--- src/rtl/apb_master_ctrl.sv ---
// APB requester: turns a valid/ready command into one APB SETUP/ACCESS transfer.
// It returns a single-cycle response that carries the read data, pslverr, a timeout flag or a bad-index error.
module apb_master_ctrl #(
  parameter int unsigned DATA_WIDTH     = 32,
  parameter int unsigned ADDR_WIDTH     = 32,
  parameter int unsigned SEL_WIDTH      = 4,
  parameter int unsigned TIMEOUT_CYCLES = 16,
  localparam int unsigned SW            = $clog2(SEL_WIDTH),
  localparam int unsigned STRB_WIDTH    = DATA_WIDTH / 8
) (
  input  logic                  main_clk,
  input  logic                  main_rsn,
  input  logic                  cmd_valid,
  output logic                  cmd_ready,
  input  logic                  cmd_write,
  input  logic [ADDR_WIDTH-1:0] cmd_addr,
  input  logic [DATA_WIDTH-1:0] cmd_wdata,
  input  logic [STRB_WIDTH-1:0] cmd_strb,
  input  logic [SW-1:0]         cmd_sel,
  output logic                  rsp_valid,
  output logic [DATA_WIDTH-1:0] rsp_rdata,
  output logic                  rsp_err,
  output logic                  rsp_timeout,
  output logic [ADDR_WIDTH-1:0] paddr,
  output logic [SEL_WIDTH-1:0]  psel,
  output logic                  penable,
  output logic                  pwrite,
  output logic [DATA_WIDTH-1:0] pwdata,
  output logic [STRB_WIDTH-1:0] pstrb,
  input  logic [DATA_WIDTH-1:0] prdata,
  input  logic                  pready,
  input  logic                  pslverr
);

  localparam int unsigned CW = (TIMEOUT_CYCLES > 1) ? $clog2(TIMEOUT_CYCLES + 1) : 1;
  localparam logic [SW:0] SelLimit = (SW + 1)'(SEL_WIDTH);
  localparam logic [CW-1:0] CntLast =
      CW'((TIMEOUT_CYCLES == 0) ? 0 : TIMEOUT_CYCLES - 1);

  typedef enum logic [1:0] {StIdle, StSetup, StAccess, StErrRsp} state_e;

  state_e                state_q, state_d;
  logic [CW-1:0]         cnt_q, cnt_d;
  logic [ADDR_WIDTH-1:0] paddr_q, paddr_d;
  logic [SEL_WIDTH-1:0]  psel_q, psel_d;
  logic                  penable_q, penable_d;
  logic                  pwrite_q, pwrite_d;
  logic [DATA_WIDTH-1:0] pwdata_q, pwdata_d;
  logic [STRB_WIDTH-1:0] pstrb_q, pstrb_d;
  logic                  rsp_valid_q, rsp_valid_d;
  logic [DATA_WIDTH-1:0] rsp_rdata_q, rsp_rdata_d;
  logic                  rsp_err_q, rsp_err_d;
  logic                  rsp_timeout_q, rsp_timeout_d;

  logic bad_sel;
  logic timeout_hit;

  assign bad_sel     = {1'b0, cmd_sel} >= SelLimit;
  // Expires on the ACCESS cycle that would make the wait count reach TIMEOUT_CYCLES.
  assign timeout_hit = (TIMEOUT_CYCLES != 0) && (cnt_q == CntLast);

  always_comb begin
    state_d       = state_q;
    cnt_d         = cnt_q;
    paddr_d       = paddr_q;
    psel_d        = psel_q;
    penable_d     = penable_q;
    pwrite_d      = pwrite_q;
    pwdata_d      = pwdata_q;
    pstrb_d       = pstrb_q;
    rsp_valid_d   = 1'b0;
    rsp_rdata_d   = '0;
    rsp_err_d     = 1'b0;
    rsp_timeout_d = 1'b0;

    unique case (state_q)
      StIdle: begin
        if (cmd_valid) begin
          cnt_d = '0;
          if (bad_sel) begin
            // No bus activity for a bad index: respond straight away.
            state_d     = StErrRsp;
            rsp_valid_d = 1'b1;
            rsp_err_d   = 1'b1;
          end else begin
            state_d  = StSetup;
            paddr_d  = cmd_addr;
            pwrite_d = cmd_write;
            pwdata_d = cmd_wdata;
            pstrb_d  = cmd_write ? cmd_strb : '0;
            psel_d   = {{(SEL_WIDTH - 1){1'b0}}, 1'b1} << cmd_sel;
          end
        end
      end
      StSetup: begin
        state_d   = StAccess;
        penable_d = 1'b1;
      end
      StAccess: begin
        if (pready) begin
          state_d     = StIdle;
          psel_d      = '0;
          penable_d   = 1'b0;
          rsp_valid_d = 1'b1;
          rsp_err_d   = pslverr;
          rsp_rdata_d = (!pwrite_q && !pslverr) ? prdata : '0;
        end else if (timeout_hit) begin
          state_d       = StIdle;
          psel_d        = '0;
          penable_d     = 1'b0;
          rsp_valid_d   = 1'b1;
          rsp_err_d     = 1'b1;
          rsp_timeout_d = 1'b1;
        end else begin
          cnt_d = cnt_q + CW'(1);
        end
      end
      StErrRsp: begin
        state_d = StIdle;
      end
      default: begin
        state_d = StIdle;
      end
    endcase
  end

  always_ff @(posedge main_clk or negedge main_rsn) begin
    if (!main_rsn) begin
      state_q       <= StIdle;
      cnt_q         <= '0;
      paddr_q       <= '0;
      psel_q        <= '0;
      penable_q     <= 1'b0;
      pwrite_q      <= 1'b0;
      pwdata_q      <= '0;
      pstrb_q       <= '0;
      rsp_valid_q   <= 1'b0;
      rsp_rdata_q   <= '0;
      rsp_err_q     <= 1'b0;
      rsp_timeout_q <= 1'b0;
    end else begin
      state_q       <= state_d;
      cnt_q         <= cnt_d;
      paddr_q       <= paddr_d;
      psel_q        <= psel_d;
      penable_q     <= penable_d;
      pwrite_q      <= pwrite_d;
      pwdata_q      <= pwdata_d;
      pstrb_q       <= pstrb_d;
      rsp_valid_q   <= rsp_valid_d;
      rsp_rdata_q   <= rsp_rdata_d;
      rsp_err_q     <= rsp_err_d;
      rsp_timeout_q <= rsp_timeout_d;
    end
  end

  assign cmd_ready   = (state_q == StIdle) && main_rsn;
  assign paddr       = paddr_q;
  assign psel        = psel_q;
  assign penable     = penable_q;
  assign pwrite      = pwrite_q;
  assign pwdata      = pwdata_q;
  assign pstrb       = pstrb_q;
  assign rsp_valid   = rsp_valid_q;
  assign rsp_rdata   = rsp_rdata_q;
  assign rsp_err     = rsp_err_q;
  assign rsp_timeout = rsp_timeout_q;

endmodule
--- config.mk ---
export PLATFORM = sky130hd
export DESIGN_NAME = apb_master_ctrl
export DESIGN_NICKNAME = d
export VERILOG_FILES = /design/src/rtl/apb_master_ctrl.sv
export SDC_FILE = /design/constraint.sdc
export NUM_CORES = 1
export LEC_CHECK = 0
export CORE_ASPECT_RATIO = 1.5
export CORE_MARGIN = 2
export CORE_UTILIZATION = 39
export CTS_CLUSTER_DIAMETER = 30
export DETAILED_ROUTE_END_ITERATION = 7
export PLACE_DENSITY = 0.8
export SLEW_MARGIN = 20
export SYNTH_ARGS = -nofsm -noshare
export SYNTH_HDL_FRONTEND = slang
export SYNTH_SLANG_ARGS = --single-unit
--- constraint.sdc ---
create_clock -name main_clk -period 3.1 [get_ports main_clk]
set_input_delay 0.62 -clock main_clk [delete_from_list [all_inputs] [get_ports main_clk]]
set_output_delay 0.62 -clock main_clk [all_outputs]
set_load 0.005 [all_outputs]
======== Word level (Yosys, flattened, before mapping) ========
Index checks and enable logic that the tools add are counted.
Widths: inputs -> output; s select.
storage, ports and cells
  flip-flop bits (word level) ............. 116
  output and inout port bits .............. 110
  logic and storage cells ................. 60
cells by class
  add/sub/neg operators ................... 1
  equality and inequality tests ........... 8
  shift operators ......................... 1
  multiplexer cells ....................... 26
  reductions and logical operators ........ 12
operator list
  kind                 number
  $mux 32              3
  $mux 4               4
  $mux 5               3
  $pmux 5 s2           1
  $mux 1               9
  $pmux 2 s4           1
  $pmux 4 s2           1
  $mux 2               3
  $ne 2x2->1 const B   3
  $reduce_and 2->1     3
  $add 5x1->5 const B  1
  $eq 5x4->1 const B   1
  $eq 2x2->1 const B   2
  $reduce_and 4->1     1
  $reduce_bool 2->1    2
  $shl 1x2->4 const A  1
  $ne 3x3->1 const B   1
  $reduce_and 3->1     1
  $eq 2x1->1 const B   1
  $logic_and 1x1->1    2
  $logic_not 1->1      2
  $logic_not 2->1      1
  $pmux 1 s2           1

======== Depth between registers and ports, before layout ========
Gate-level depths: netlist of run 1.
  depth after elaboration ................. 5
  gate-level depth with buffers ........... 6

======== Least setup slack after synthesis of run 1 ========
No wires, ideal clock.
  path type ............................... reg-to-reg
  from .................................... register cnt_q[0]
  to ...................................... register cnt_q[0]
  arrival time ............................ 1.769 ns
  data required time ...................... 2.975 ns
  path slack .............................. 1.206 ns
  stages on the path, launching flop included .. 7
  period minus slack after synthesis ...... 1.894 ns
  path through ............................ dfrtp_1 ha_1 and3_1 ha_1 nor4b_2 nor2_1 mux2_2
on the way
  longest elaborated chain between the ends .. 4
  elaborated cells between the ends (all ways) .. 7
  classes of those cells .................. 1 x add/sub; 2 x eq/ne; 3 x mux; 1 x reduce/logical
RTL lines
  item                    line  RTL
  from (decl)             43    logic [CW-1:0] cnt_q, cnt_d;
  from (signal assigned)  143   cnt_q <= cnt_d;
  $add 5x1->5             115   cnt_d = cnt_q + CW'(1);
  $mux 5                  107   end else if (timeout_hit) begin
  $mux 5                  100   if (pready) begin
  $pmux 5 s2              76    unique case (state_q)
Several ways; a longest one is shown, not always the timed one. The select of a mux whose other input is x is not followed.
A chain may end at the register's enable or synchronous reset.

======== Worst setup path after layout of run 1 ========
  from .................................... register state_q[0]
  to ...................................... output port cmd_ready
on the way
  longest elaborated chain between the ends .. 2
RTL lines
  item                    line  RTL
  from (decl)             42    state_e state_q, state_d;
  from (signal assigned)  129   state_q <= StIdle;
  from (signal assigned)  142   state_q <= state_d;
  $logic_not 2->1         157   assign cmd_ready = (state_q == StIdle) && main_rsn;
  $logic_and 1x1->1       157
  to (decl)               14    output logic cmd_ready,
No other way between the ends.

==> metrics.cfg, run 1 <==
[setup_path]
start_kind = register
path_class = reg2out
worstPathRequired_ns = 2.48
reg2reg_slack_ns = 0.97
path_max_fanout = 8
reg2reg_depth = 6
cp.arrival_ns = 1.70
endpoint_kind = output pin

[floorplanning]
die_w_um = 90.01
dieArea_mm2 = 0.01197
fp.dieH_um = 133.0
core-area_mm2 = 0.01094
initial_utilization_pct = 39.57
core.rowCount = 47
boundaryPins = 218

[cts]
ctsResizeCount = 0
hold_buffers = 0
cts_sinks = 116
clk_pin_slew_worst_paths_ns = 0.05
postCtsSetupRepairBufs = 0
cts_buffers = 17
cts_tree = yes
clockBufferDepth = 2
cts-root-buf = clkbuf_16
insertion_delay_ns = 0.39
htree_levels = 4

[synthesis]
synth_common_cells = 116 x dfrtp_1, 67 x mux2_2, 32 x and2_1
synth_area_mm2 = 0.004328
synth_top_area_share_pct = 67.07
ys_seq_area_share_pct = 67.07
synth_area_leaders = dfrtp_1 67%, mux2_2 17%, and2_1 4.6%, ha_1 0.87%, inv_1 0.87%
synth_nets = 395
synthFlopType = dfrtp_1
avgSynthCellArea_um2 = 15.24
yosys.area.top_type = dfrtp_1
synth_seq_cells = 116
ys_warn_count = 0
ys_types = 26
syn-instance-count = 284
async_flop_share_pct = 100.0
synth.most_common_cell = dfrtp_1
synth_edf_count = 0

[worst_hold_path]
hold_class = in2async

[placement]
place_ws_ns = 0.7556
globalplace.congestion = 0.8237
dp_hpwl_um = 8244
port_buffers = 217
placed_cell_area_mm2 = 0.006649

[grt]
grt_use_total_pct = 19.38
grt_pass1_wl_um = 17950
grt_remaining_overflow = 0
grt_max_degree = 68
first_global_vias = 3466
antenna_found_initial = 0

[route]
drt-total-wl_um = 11030
drtIter0Drc = 90
postRouteAntennaNets = 0
first_pass_iters = 4
vias = 3131
viasPerCell = 4.652
drc = 0
post_drt_wl_per_cell_um = 16.39

[layout]
fillCellCount = 858
antenna_cells = 0
syn2layout_area_growth_pct = 67.36
nets = 624
final_cell_area_mm2 = 0.007243
layout-drive-gt1-share_pct = 19.96

[timing]
finalSetupViolations = 0
maxSlewViolCount = 0
max_freq_mhz = 430.4
finalHoldViolCount = 0
maxSlewHeadroom_pct = 44.24
fin_worst_skew_ns = 0.006632
fin_setup_tns_ns = 0
period_needed_ns = 2.323
fin_crit_sh_pct = 74.95
worstMarginPinSlew_ns = 0.8364
setup_ws_ns = 0.7766
rsz0062_at_grt = no

[power_and_ir_drop]
p_leak_uw = 0.003123
power_density_mw_per_mm2 = 897.3
ir_drop_uv = 460.0

[flow_run]
cap_violations = 0

[run_status]
outcome = finished clean

==> state kept, by name (all words and copies together) (netlist names) <==
name and count:
psel 4, rsp_err 1, rsp_rdata 32, cnt_q 5
pstrb 4, penable 1, rsp_timeout 1, state_q 2
rsp_valid 1, pwrite 1, pwdata 32, paddr 32
==> metal layers <==
metal	track usage, %	wire length [um]	up-vias
met4	10.77	458	0
met2	33.92	6047	140
met5	0	0	-
met1	19.81	3742	1532
met3	7.289	778	35
li1	-	-	1424
==> stage by stage <==
step | hold slack, ns | utilization, % | std cells | power (uW)
final | 0.4421 | 66.22 | 673 | 6500
after global routing | 0.5101 | 66.22 | 673 | 6834
after CTS | 0.4565 | 66.22 | 673 | 6590
after detailed placement | 0.4938 | 60.79 | 641 | 4608
after global placement | 0.4724 | 60.79 | 641 | 4507
after floorplan | 0.3244 | - | 284 | 3176
==> final cells by class <==
cell class | instances | area [um^2] | area share [%]
timing repair buffer | 222 | 2220 | 30.64
sequential | 116 | 2903 | 40.08
tap | 147 | 183.9 | 2.539
multi-input combinational | 146 | 1305 | 18.02
inverter | 10 | 37.54 | 0.5182
clock inverter | 10 | 130.1 | 1.797
clock buffer | 22 | 464.2 | 6.409
==> cell usage in the layout, fill, tap and decap left out, types with 2 or more instances in the layout <==
| master | count |
|---|---|
| a21oi_1 | 3 |
| a22o_1 | 3 |
| and2_1 | 32 |
| and3_1 | 2 |
| buf_4 | 5 |
| bufinv_16 | 3 |
| clkbuf_1 | 3 |
| clkbuf_16 | 17 |
| clkbuf_8 | 2 |
| clkdlybuf4s50_1 | 216 |
| clkinv_2 | 5 |
| clkinvlp_4 | 2 |
| dfrtp_1 | 116 |
| ha_1 | 3 |
| inv_1 | 10 |
| mux2_1 | 2 |
| mux2_2 | 67 |
| mux2i_1 | 3 |
| nand2b_1 | 2 |
| nand3_1 | 6 |
| nor2_1 | 4 |
| nor2b_1 | 2 |
| nor3_1 | 3 |
| nor3b_1 | 2 |
| o21ai_0 | 6 |
==> final timing paths <==
kind	startpoint	endpoint
worst max-delay path	state_q[0]	cmd_ready
worst min-delay path	main_rsn	pwdata[9]
worst max register to register	cnt_q[0]	cnt_q[0]
worst min register to register	paddr[15]	paddr[15]
max in group asynchronous	main_rsn	rsp_rdata[13]
min in group main_clk	paddr[15]	paddr[15]
==> cell families after synthesis <==
| kind of cell | count (synthesis) | share of synthesized area [%] |
|---|---|---|
| adder cells (fa/ha/maj) | 3 | 0.8674 |
| AO/OA/AOI/OAI | 14 | 1.995 |
| buffers and inverters | 22 | 2.920 |
| multiplexers | 72 | 18.65 |
| AND/OR/NAND/NOR | 57 | 8.499 |
| flip-flops | 116 | 67.07 |
==> report_power, final <==
| part | leakage (uW) | switching, uW | internal (uW) |
|---|---|---|---|
| registers | 0.00146 | 301 | 2050 |
| clock network | 0.000290 | 648 | 1300 |
| logic | 0.00138 | 704 | 1490 |
| total | 0.00312 | 1650 | 4850 |
==> worst max-delay path, stage by stage, from the launching register on <==
cell and delay (ns):
dfrtp_1 0.48, nor3b_1 0.27, clkdlybuf4s50_1 0.57
Note: power is estimated with default switching activity, not from simulation.
==> run 2, diff against run 1 <==
clock period = 2.25 ns   (was 3.1 ns; I/O delays follow)
==> run 2 against run 1 <==
Effect of this change: clock skew is 0.0021 ns lower; register-to-register slack worse by 0.68 ns; power is 44% higher; worst hold slack worse by 0.30 ns; final area is 1.5% higher.
==> metrics.cfg, run 2 (synthesis results as in run 1) <==
[power_and_ir_drop]
power_uw = 9334  ; +44%
p_leak_uw = 0.003164  ; +1.3%
ir_drop_uv = 656.6  ; +43%
power_density_mw_per_mm2 = 1270  ; +42%

[timing]
finalSetupViolations = 0  ; unchanged
hold_slack_ns = 0.1415  ; -0.3006 ns
fin_crit_sh_pct = 94.47
period_needed_ns = 2.126
worstMarginPinSlew_ns = 0.6043  ; -0.2321 ns
setup_ws_ns = 0.1244  ; -0.6522 ns
max_freq_mhz = 470.5
maxSlewHeadroom_pct = 59.71  ; +15 points
fin_worst_skew_ns = 0.004489  ; -0.002143 ns
maxSlewViolCount = 0  ; unchanged
finalHoldViolCount = 0  ; unchanged
rsz0062_at_grt = no
fin_setup_tns_ns = 0  ; unchanged

[setup_path]
endpoint_kind = output pin
regToRegStartpoint = cnt_q[0]
path_class = reg2out
reg2reg_slack_ns = 0.29  ; -0.68 ns
rr_endpoint = psel[0]
path_max_fanout = 8  ; unchanged
start_kind = register
cp.arrival_ns = 1.68  ; -0.02 ns
worstPathRequired_ns = 1.80  ; -0.68 ns
reg2reg_depth = 6  ; unchanged

[floorplanning]
boundaryPins = 218  ; unchanged
core.rowCount = 47  ; unchanged
initial_utilization_pct = 39.57  ; unchanged
core-area_mm2 = 0.01094  ; unchanged
fp.dieH_um = 133.0  ; unchanged
die_w_um = 90.01  ; unchanged
dieArea_mm2 = 0.01197  ; unchanged

[route]
postRouteAntennaNets = 0  ; unchanged
drt-total-wl_um = 10840  ; -1.7%
drtIter0Drc = 69  ; -23%
viasPerCell = 4.616  ; -0.79%
first_pass_iters = 4  ; unchanged
post_drt_wl_per_cell_um = 16.09  ; -1.8%
vias = 3111  ; -0.64%
drc = 0  ; unchanged

[layout]
fillCellCount = 834  ; -2.8%
final_cell_mix = 216 x clkdlybuf4s50_1, 116 x dfrtp_1, 67 x mux2_2
layout-drive-gt1-share_pct = 20.68  ; +0.72 points
final_common_cell = clkdlybuf4s50_1
syn2layout_area_growth_pct = 69.85
antenna_cells = 0  ; unchanged
nets = 625  ; +0.16%

[cts]
cts_buffers = 17  ; unchanged
clockBufferDepth = 2  ; unchanged
ctsResizeCount = 0  ; unchanged
postCtsSetupRepairBufs = 0  ; unchanged
insertion_delay_ns = 0.41  ; +0.02 ns
hold_buffers = 0  ; unchanged
htree_levels = 4  ; unchanged
cts-root-buf = clkbuf_16
cts_tree = yes
clk_pin_slew_worst_paths_ns = 0.05  ; about the same
cts_sinks = 116  ; unchanged

[grt]
grt_use_total_pct = 18.99  ; -0.39 points
grtUsageMet1_pct = 18.75  ; -1.1 points
use_met3_pct = 6.378  ; -0.91 points
grt_remaining_overflow = 0  ; unchanged
grt_pass1_wl_um = 17640  ; -1.7%
grt_max_degree = 117  ; +72%
first_global_vias = 3475  ; +0.26%
antenna_found_initial = 0  ; unchanged
use_met2_pct = 34.63  ; +0.71 points
busiest_layer = met2

[placement]
port_buffers = 217  ; unchanged
place_ws_ns = 0.1955  ; -0.5601 ns
dp_hpwl_um = 7870  ; -4.5%
globalplace.congestion = 0.8077  ; -1.9%

[run_status]
outcome = finished clean

[worst_hold_path]
hold_class = in2async

[flow_run]
cap_violations = 0  ; unchanged

-- run 2: cell types whose count changed in the layout (fill, tap and decap cells not counted), sizes merged --
cell	delta
bufinv	+3
clkinv	-2
clkbuf	-3
clkinvlp	+2
buf	+1
-- run 2: how the worst max path moves through the flow --
stage / slack, ns / startpoint / cells after the start / to
after global routing: 0.03 / state_q[0] / 2 / cmd_ready
final: 0.12 / state_q[0] / 2 / cmd_ready
after global placement: 0.25 / cmd_valid / 5 / cnt_q[0]
after detailed placement: 0.20 / cmd_valid / 5 / cnt_q[0]
after floorplan: 0.36 / cnt_q[0] / 6 / cnt_q[0]
after CTS: 0.09 / state_q[0] / 2 / cmd_ready
-- run 2: layout make-up --
class	count	area, um^2	area share (%)
flip-flops and latches	116	2903	39.49
repair buffers	223	2240	30.47
multi-input cells	146	1305	17.75
clock buffers	19	452.9	6.162
clock inverters	13	229.0	3.115
well taps	147	183.9	2.502
inverters	10	37.54	0.5106
-- run 2: where the power goes --
group / switching [uW] / total (uW) / leakage, uW / internal (uW)
clock network: 945 / 3080 / 0.000321 / 2130
logic: 956 / 3020 / 0.00139 / 2070
registers: 409 / 3240 / 0.00146 / 2830
total: 2310 / 9330 / 0.00316 / 7020
-- run 2: per-layer routing --
layer / share of wire [%] / wire [um]
met3: 6.8 / 740
met1: 33 / 3605
met2: 57 / 6168
met4: 3.0 / 329
met5: 0 / 0
-- run 2: through the flow --
step | cells | utilization [%] | instance area [um^2]
floorplan | 284 | - | 4328
global placement | 642 | 60.97 | 6669
detailed placement | 642 | 60.97 | 6669
CTS | 674 | 67.20 | 7351
global route | 674 | 67.20 | 7351
finish | 674 | 67.20 | 7351
-- run 2: worst max-delay path: stages, from the launching register on --
cell and delay [ns]:
dfrtp_1 0.49, nor3b_1 0.23, clkdlybuf4s50_1 0.55
==> run 3, diff against run 2 <==
SLEW_MARGIN = default   (was 20)
==> results of run 3 <==
Same layout as run 2: the final DEF is identical, and so are final timing and power.
